[config.mk]
export PLATFORM = sky130hd
export DESIGN_NAME = score_counter_flat
export DESIGN_NICKNAME = d
export VERILOG_FILES = /design/src/rtl/score_counter_if.sv /design/src/rtl/score_counter.sv /design/src/flat_wrapper.sv
export SDC_FILE = /design/constraint.sdc
export NUM_CORES = 1
export LEC_CHECK = 0
export ABC_AREA = 1
export ABC_CLOCK_PERIOD_IN_PS = 5600
export BUFFER_PORTS_ARGS = -buffer_cell sky130_fd_sc_hd__buf_2
export CAP_MARGIN = 5
export CELL_PAD_IN_SITES_DETAIL_PLACEMENT = 0
export CELL_PAD_IN_SITES_GLOBAL_PLACEMENT = 1
export CORE_UTILIZATION = 45
export CTS_CLUSTER_DIAMETER = 150
export CTS_CLUSTER_SIZE = 10
export DETAILED_ROUTE_END_ITERATION = 12
export GPL_TIMING_DRIVEN = 0
export HOLD_SLACK_MARGIN = 0.02
export PLACE_DENSITY_LB_ADDON = 0.1
export SKIP_CTS_REPAIR_TIMING = 1
export SLEW_MARGIN = 20
export SYNTH_ARGS = -nofsm -noshare
export SYNTH_HDL_FRONTEND = slang
export SYNTH_SLANG_ARGS = --single-unit
export TNS_END_PERCENT = 30
[constraint.sdc]
create_clock -name clk -period 5.6 [get_ports clk]
set_clock_uncertainty 0.2 [all_clocks]
set_input_delay 0.56 -clock clk [delete_from_list [all_inputs] [get_ports clk]]
set_output_delay 0.56 -clock clk [all_outputs]
set_load 0.01 [all_outputs]
[src/rtl/score_counter_if.sv]
// score_counter_if: score tick and game control inputs, BCD score/high-score display outputs
interface score_counter_if #(parameter int DIGITS = 4);
  logic score_clk, start, game_over;
  logic [4*DIGITS-1:0] score_bcd, hi_bcd;
  logic milestone, new_hi;
  logic [1:0] state;
  modport master(output score_clk, start, game_over, input score_bcd, hi_bcd, milestone, new_hi, state);
  modport slave(input score_clk, start, game_over, output score_bcd, hi_bcd, milestone, new_hi, state);
endinterface

[src/rtl/score_counter.sv]
// score_counter: BCD game score driven by score tick edges, with high score and run FSM
module score_counter #(
  parameter int DIGITS = 4,
  parameter bit SAT_ENABLE = 1'b1
) (
  input logic clk,
  input logic rst,
  score_counter_if.slave bus
);
  typedef enum logic [1:0] {IDLE = 2'b00, RUN = 2'b01, OVER = 2'b10} state_t;
  state_t state_q, state_d;
  logic tick_q, tick_rise, clr, do_inc, do_over, all9, carry, hold;
  logic milestone_q, new_hi_q;
  logic [4*DIGITS-1:0] score_q, hi_q, inc;
  assign tick_rise = bus.score_clk & ~tick_q;
  assign hold = all9 & SAT_ENABLE;
  always_comb begin
    carry = 1'b1;
    inc = '0;
    for (int i = 0; i < DIGITS; i++) begin
      inc[4*i+:4] = carry ? (score_q[4*i+:4] == 4'd9 ? 4'd0 : score_q[4*i+:4] + 4'd1) : score_q[4*i+:4];
      carry = carry & (score_q[4*i+:4] == 4'd9);
    end
    all9 = carry;
  end
  always_comb begin
    state_d = state_q;
    clr = 1'b0;
    do_inc = 1'b0;
    do_over = 1'b0;
    case (state_q)
      IDLE: begin
        clr = bus.start;
        state_d = bus.start ? RUN : IDLE;
      end
      RUN: begin
        do_over = bus.game_over;
        do_inc = ~bus.game_over & tick_rise;
        state_d = bus.game_over ? OVER : RUN;
      end
      OVER: begin
        clr = bus.start;
        state_d = bus.start ? RUN : OVER;
      end
      default: state_d = IDLE;
    endcase
  end
  // packed BCD orders the same as its digit-wise magnitude, so a plain compare suffices
  always_ff @(posedge clk or posedge rst) begin
    if (rst) begin
      state_q <= IDLE;
      tick_q <= 1'b0;
      score_q <= '0;
      hi_q <= '0;
      milestone_q <= 1'b0;
      new_hi_q <= 1'b0;
    end else begin
      state_q <= state_d;
      tick_q <= bus.score_clk;
      milestone_q <= do_inc & ~hold & (score_q[7:0] == 8'h99);
      if (clr) score_q <= '0;
      else if (do_inc & ~hold) score_q <= inc;
      if (clr) new_hi_q <= 1'b0;
      else if (do_over) new_hi_q <= score_q > hi_q;
      if (do_over && score_q > hi_q) hi_q <= score_q;
    end
  end
  assign bus.score_bcd = score_q;
  assign bus.hi_bcd = hi_q;
  assign bus.milestone = milestone_q;
  assign bus.new_hi = new_hi_q;
  assign bus.state = state_q;
endmodule
[src/flat_wrapper.sv]
// flat-port wrapper written by rule: the top's interface ports become plain ports
module score_counter_flat 
#(
  parameter int DIGITS = 4,
  parameter bit SAT_ENABLE = 1'b1
)
  (clk, rst, bus_score_clk, bus_start, bus_game_over, bus_score_bcd, bus_hi_bcd, bus_milestone, bus_new_hi, bus_state);
  score_counter_if #(.DIGITS(DIGITS)) bus_i ();
  input logic clk;
  input logic rst;
  input wire logic [$bits(bus_i.score_clk)-1:0] bus_score_clk;
  input wire logic [$bits(bus_i.start)-1:0] bus_start;
  input wire logic [$bits(bus_i.game_over)-1:0] bus_game_over;
  output wire logic [$bits(bus_i.score_bcd)-1:0] bus_score_bcd;
  output wire logic [$bits(bus_i.hi_bcd)-1:0] bus_hi_bcd;
  output wire logic [$bits(bus_i.milestone)-1:0] bus_milestone;
  output wire logic [$bits(bus_i.new_hi)-1:0] bus_new_hi;
  output wire logic [$bits(bus_i.state)-1:0] bus_state;
  assign bus_i.score_clk = bus_score_clk;
  assign bus_i.start = bus_start;
  assign bus_i.game_over = bus_game_over;
  assign bus_score_bcd = bus_i.score_bcd;
  assign bus_hi_bcd = bus_i.hi_bcd;
  assign bus_milestone = bus_i.milestone;
  assign bus_new_hi = bus_i.new_hi;
  assign bus_state = bus_i.state;
  score_counter #(.DIGITS(DIGITS), .SAT_ENABLE(SAT_ENABLE)) u_core (.clk(clk), .rst(rst), .bus(bus_i));
endmodule
After elaboration in Yosys (flattened, before gate mapping). Index checks and enable logic that the tools add are counted.

Bits in latches: 0. Memory bits (read-only): 0. Flip-flop bits (word level): 37. RAM bits: 0. Bits of input ports: 5. Output and inout port bits: 36. Memories kept: 0.

Bitwise gates (word level): 10. Divide/modulo/power cells: 0. Multiply operators: 0. $lt $le $gt $ge: 1. Add/sub/neg operators: 4. Equality and inequality tests: 7. Shifts and indexed selects: 0. Multiplexer cells: 18. Reduce and logical (&&, ||, !) cells: 11.

Operators with widths (count): $mux 16 (2); $mux 4 (7); $add 4x1->4 const B (4); $eq 4x4->1 const B (4); $gt 16x16->1 (1); $reduce_bool 2->1 (5); $eq 8x8->1 const B (1); $and 1x1->1 (7); $mux 1 (6); $pmux 2 s3 (1); $reduce_and 2->1 (3); $mux 2 (2); $not 1->1 (3); $eq 2x1->1 const B (1); $eq 2x2->1 const B (1); $logic_not 2->1 (1); $reduce_or 2->1 (1); $logic_and 1x1->1 (1).

Longest topological paths before layout. Gate-level depths: netlist of the first run.

Word-level depth: 8. Mapped depth: 15.

Least setup slack after synthesis of the first run. Ideal clock, no wire load.

Path type: reg-to-reg. From: register u_core.score_q[15] (netlist: u_core.bus.score_bcd[15]). To: register u_core.hi_q[7] (netlist: u_core.bus.hi_bcd[7]). Setup time: 0.117 ns. Stages on the path, launching flop included: 12. Data arrival time: 1.561 ns. Setup slack: 3.722 ns. Cells stage by stage: dfrtp_1 > ha_1 > nand2_1 > nor2_1 > nand2_1 > inv_1 > nand2_1 > nand2_2 > nand2_4 > buf_6 > nand2_1 > nand2_1.

Cells in the longest elaborated chain, start to end: 2.

RTL lines: start, declared (line score_counter.sv:14) `logic [4*DIGITS-1:0] score_q, hi_q, inc;`; start signal, assigned (line score_counter.sv:62) `else if (do_inc & ~hold) score_q <= inc;`; $gt 16x16->1 (line score_counter.sv:65) `if (do_over && score_q > hi_q) hi_q <= score_q;`; $logic_and 1x1->1 (line score_counter.sv:65); end signal, assigned (line score_counter.sv:65); end, declared (line score_counter.sv:14).

No other way between the ends. A chain may end at the register's enable or synchronous reset.

Final worst setup path of the first run.
From: register u_core.score_q[7] (netlist: u_core.bus.score_bcd[7]). To: register u_core.hi_q[0] (netlist: u_core.bus.hi_bcd[0]).

The elaborated chain is that of the path after synthesis.

==> metrics.txt, run 1 <==
status completed; Placed Area 2610 um^2; largest net degree at the start of global routing 30; share of cells above drive strength 1 25.4%; CP required 5590 ps; Multi-input gate area 1180 um^2; Net Sw Frac 44.5%; simple-gate portion of the synthesized area 29.0%; PnR worst setup slack 3470 ps; PwrDens 382 nW/um^2; Startpoint Class register; insertion delay to the later sink of the worst-skew pair 290 ps; Pwr Total 0.00103 W; final setup fails 0; mux cell area share after synthesis 0.434%; clock slew at reported path FFs 80 ps; sw power 0.000459 W; DR WL/cell 12.6 um; synthesized area per cell 8.45 um^2; Int Pwr 0.000574 W; Mapped Cells 273; Die Wd 73.6 um; final hold vios 0; Total Wirelength 4.91 mm; DP HPWL 3.61 mm; TritonCTS clock tree yes; Slew Limit Fails 0; clock share of power 17.9%; Worst Path Arrival 2120 ps; Max Root-Sink Buffers 2; final core utilization 56.1%; IO Port Bufs 40; Synth area leaders dfrtp_1, ha_1, nand2_1; DR pass1 iterations 4; Synth Area in Compound Gates 6.56%; Worst Tran Pin Value 343 ps; share of the synthesized area in the top cell type 40.1%; nets 351; DR iter-0 viols 74; FP Rows 25; number of remaining DRC errors 0; post-synth top area cell dfrtp_1; part of the power in registers 36.7%; Yosys warnings 0; synth-to-layout area growth 17.2%; Post-Layout Inst Area 2700 um^2; Inserted Diodes 0; Routed Antenna Nets 0; GPL Wtd Cong 0.774; CTS Sinks 37; Peak supply drop 199 uV; Leakage 1.57 nW; vias in the first global route 1,751; Initial Util 47.9%; critical path class reg -> reg; Die Y 73.6 um; via-per-instance ratio 4.79; Seq/Total Area, Yosys 40.1%; Synth Area in XOR/XNOR 2.28%; first-pass GRT wire length 8.25 mm; flops & latches, synth 37; DP Worst Slack 3460 ps; Slew HR 77.1%; CP Capture Type register; Comb pwr share 45.5%; CTS root buffer clkbuf_8; setup_tns 0 ps; Peak Freq 0.470 GHz; Max-cap violations 0; sequential standard cell area 926 um^2; H-tree levels 2; io pins 41; RSZ-0062 raised after global routing no; Num CTS Buffers 5; largest family of logic cells by synthesized area simple AND/OR/NAND/NOR gates; Syn Nets 302; min Tclk post-route 2130 ps; worst-path maximum fanout 10; Vias 1,868; Post-Syn Area 2310 um^2; gr ovfl total 0; worst hold path class in -> reg; core area 4820 um^2; GRT Total Usage 20.4%; Unique masters post-synth 32; Layout fillers 503; Synth Area in Adders 13.0%; antenna violations before repair 0; DIE AREA 5420 um^2; final period utilization 38.0%
-- stage by stage --
stage               cells  hold slack (ps)
floorplan             273              323
global placement      380              273
detailed placement    381              281
CTS                   389            -21.9
global route          390              181
finish                390              179
-- cells in the mapped netlist, drive strengths merged --
| cell | number |
|---|---|
| a21o | 1 |
| a21oi | 7 |
| a22oi | 1 |
| a31oi | 1 |
| buf | 4 |
| dfrtp | 37 |
| ha | 24 |
| inv | 45 |
| mux2i | 1 |
| nand2 | 79 |
| nand3 | 32 |
| nand3b | 1 |
| nand4 | 4 |
| nor2 | 14 |
| nor3 | 1 |
| o21ai | 10 |
| o22ai | 3 |
| o31ai | 1 |
| or2 | 1 |
| xor2 | 6 |
-- final timing paths --
path                            cells after the start                        to  slack, ps               startpoint
worst min-delay path                                1             u_core.tick_q        180            bus_score_clk
worst max-delay path                               11      u_core.bus.hi_bcd[0]       3470  u_core.bus.score_bcd[7]
max in group asynchronous                           4  u_core.bus.score_bcd[12]       4240                      rst
min in group asynchronous                           3             u_core.tick_q        530                      rst
worst min register to register                      2      u_core.bus.hi_bcd[7]        290     u_core.bus.hi_bcd[7]
worst max register to register                     11      u_core.bus.hi_bcd[0]       3470  u_core.bus.score_bcd[7]
-- worst max-delay path, stage by stage, from the launching register on --
cell	delay [ps]
dfrtp_1	490
ha_1	350
nand2_1	70
nor2_1	160
nand2_1	70
nand2_1	70
nand2_1	60
nand2_2	160
nand2_4	120
buf_6	160
nand2_1	60
nand2_1	40
-- metal layers --
layer,wire (um),GRT usage [%],up-vias
met4,59,6.41,0
met2,2150,30.2,35
met1,2530,29.4,854
met5,0,0,-
met3,182,4.66,6
li1,-,-,973
-- power by group through the flow --
stage	clock, W	sequential, W	combinational, W
6_report	0.000184	0.000379	0.000470
5_1_grt	0.000201	0.000388	0.000537
4_1_cts	0.000193	0.000379	0.000477
3_5_place_dp	0	0.000383	0.000476
3_3_place_gp	0	0.000383	0.000461
2_1_floorplan	0	0.000394	0.000313
-- state kept, by name, indices dropped and copies added, names as in the netlist --
name / count
u_core.bus.hi_bcd: 16
u_core.bus.milestone: 1
u_core.bus.new_hi: 1
u_core.bus.score_bcd: 16
u_core.bus.state: 2
u_core.tick_q: 1
-- layout by cell type (no fill, tap or decap), drive strengths merged --
master	instances
nor3	1
clkinv	2
nand2	79
o21ai	10
nand3	32
dlygate4sd3	1
o31ai	1
a21o	1
nor2	14
or2	1
clkbuf	6
nand4	4
nand3b	1
a31oi	1
xor2	6
ha	24
a21oi	7
inv	45
mux2i	1
dfrtp	37
o22ai	3
buf	45
a22oi	1
-- cell families after synthesis --
family / Yosys count
AO/OA/AOI/OAI: 24
XOR/XNOR: 6
adder cells (fa/ha/maj): 24
buffers and inverters: 49
flip-flops: 37
multiplexers: 1
AND/OR/NAND/NOR: 132
-- area by class of cell --
cell class	instances	share of cell area [%]
clock inverter	2	0.370
clock buffer	6	2.68
sequential	37	34.2
tap	67	3.10
inverter	45	6.25
multi-input combinational	187	43.8
timing repair buffer	42	8.51
buffer	4	1.06
Note: power is estimated with default switching activity, not from simulation.
==> run 2, diff against run 1 <==
Settings changed: ABC_CLOCK_PERIOD_IN_PS 5600 to 1900, CORE_UTILIZATION 45 to 37.
Clock period 5.6 ns to 1.9 ns, I/O delays scaled along.
==> metrics.txt, run 2 (synthesized netlist as in run 1, its figures left out) <==
R2R Setup Slk -40 ps; Layout fillers 564; nets 390; min Tclk post-route 1940 ps; Max-cap violations 0; CP required 1880 ps; CTS root buffer clkbuf_8; failing checks setup timing; Vias 2,070; sequential standard cell area 945 um^2; Die Y 81.0 um; final hold vios 0; worst-path maximum fanout 7; critical path class reg -> reg; Net Sw Frac 42.5%; DP HPWL 3.69 mm; FF-to-FF End u_core.bus.hi_bcd[5]; worst hold path class in -> reg; DP Worst Slack -212 ps; r2r startpoint u_core.bus.score_bcd[5]; DR iter-0 viols 85; first-pass GRT wire length 8.36 mm; Total Wirelength 5.68 mm; Placed Cells 389; PnR worst setup slack -41.7 ps; final setup fails 13; Worst Setup SP u_core.bus.score_bcd[5]; PwrDens 1130 nW/um^2; Slew HR 78.5%; Startpoint Class register; Leakage 1.77 nW; RSZ-0062 raised after global routing yes; gr ovfl total 0; TritonCTS clock tree yes; insertion delay to the later sink of the worst-skew pair 290 ps; CP Capture Type register; final period utilization 102%; sw power 0.00158 W; vias in the first global route 1,671; number of remaining DRC errors 0; FP Rows 28; Post-Layout Inst Area 3270 um^2; io pins 41; DR WL/cell 13.0 um; Routed Antenna Nets 0; Multi-input gate area 1360 um^2; Peak Freq 0.515 GHz; clock share of power 15.1%; Max Root-Sink Buffers 2; Num CTS Buffers 5; crit path capture u_core.bus.hi_bcd[5]; IO Port Bufs 40; Comb pwr share 54.7%; CTS Sinks 37; DIE AREA 6560 um^2; Peak supply drop 625 uV; antenna violations before repair 0; DR pass1 iterations 4; share of cells above drive strength 1 46.3%; status finished, violations left; Initial Util 38.7%; Placed Area 2620 um^2; Slew Limit Fails 0; GPL Wtd Cong 0.733; core area 5960 um^2; commonest non-fill, non-tap cell in the layout nand2_1; part of the power in registers 30.1%; Inserted Diodes 0; Int Pwr 0.00213 W; GRT Total Usage 17.0%; clock slew at reported path FFs 70 ps; Die Wd 81.0 um; Worst Tran Pin Value 321 ps; Worst Reg-to-Reg Cells 10; via-per-instance ratio 4.75; Finished Layout Cells 436; Worst Path Arrival 1920 ps; synth-to-layout area growth 41.5%; H-tree levels 2; largest net degree at the start of global routing 30; most frequent cells in the layout nand2_1, buf_2, inv_1
[run 2: cell count changes in the layout (fill, tap and decap cells not counted), moves of 5 or more]
cell	previous run	this run
buf_4	1	33
inv_1	39	34
inv_2	6	11
nand2_1	71	58
ha_4	0	8
nand2_2	4	16
ha_1	24	15
dfrtp_1	37	22
dfrtp_2	0	15
[run 2: power by group through the flow]
stage                     sequential, W  combinational [W]  clock, W
after global routing            0.00114            0.00227  0.000620
after floorplan                 0.00116           0.000922         0
after global placement          0.00113            0.00137         0
after CTS                       0.00112            0.00140  0.000587
final                           0.00112            0.00203  0.000561
after detailed placement        0.00114            0.00139         0
[run 2: area by class of cell]
cell class | count | area share [%]
buffer | 4 | 1.30
inverter | 45 | 5.17
tap | 75 | 2.87
multi-input combinational | 187 | 41.8
clock buffer | 7 | 2.64
sequential | 37 | 28.9
timing repair buffer | 81 | 17.3
[run 2: worst min path at each step]
stage | start | to | cells past startpoint
after floorplan | bus_score_clk | u_core.tick_q | 0
after global placement | bus_score_clk | u_core.tick_q | 1
after detailed placement | rst | u_core.bus.score_bcd[9] | 2
after CTS | rst | u_core.bus.score_bcd[5] | 2
after global routing | bus_game_over | u_core.bus.state[0] | 4
final | bus_game_over | u_core.bus.state[0] | 4
[run 2: metal layers]
layer	up-vias	routed length (um)	track usage, %
li1	1049	-	-
met1	984	2770	22.9
met2	31	2680	26.5
met3	6	180	4.16
met4	0	53	5.36
met5	-	0	0
[run 2: stage by stage]
stage / utilization (%) / TNS [ps] / power (W) / hold slack (ps)
after floorplan: - / 0 / 0.00208 / 21.4
after global placement: 43.7 / -2580 / 0.00251 / 112
after detailed placement: 44.0 / -2610 / 0.00253 / -79.8
after CTS: 45.5 / -2740 / 0.00310 / -397
after global routing: 54.8 / -2160 / 0.00403 / 29.5
final: 54.8 / -256 / 0.00371 / 22.3
[run 2: worst max-delay path, cell delays in order, from the launching register on]
cell	delay, ps
dfrtp_2	470
ha_4	260
nand2_2	50
nor2_2	40
nand4_1	110
nor2_2	70
nor2_4	240
nand2_8	110
clkbuf_16	180
nand2_1	50
nand2_1	40
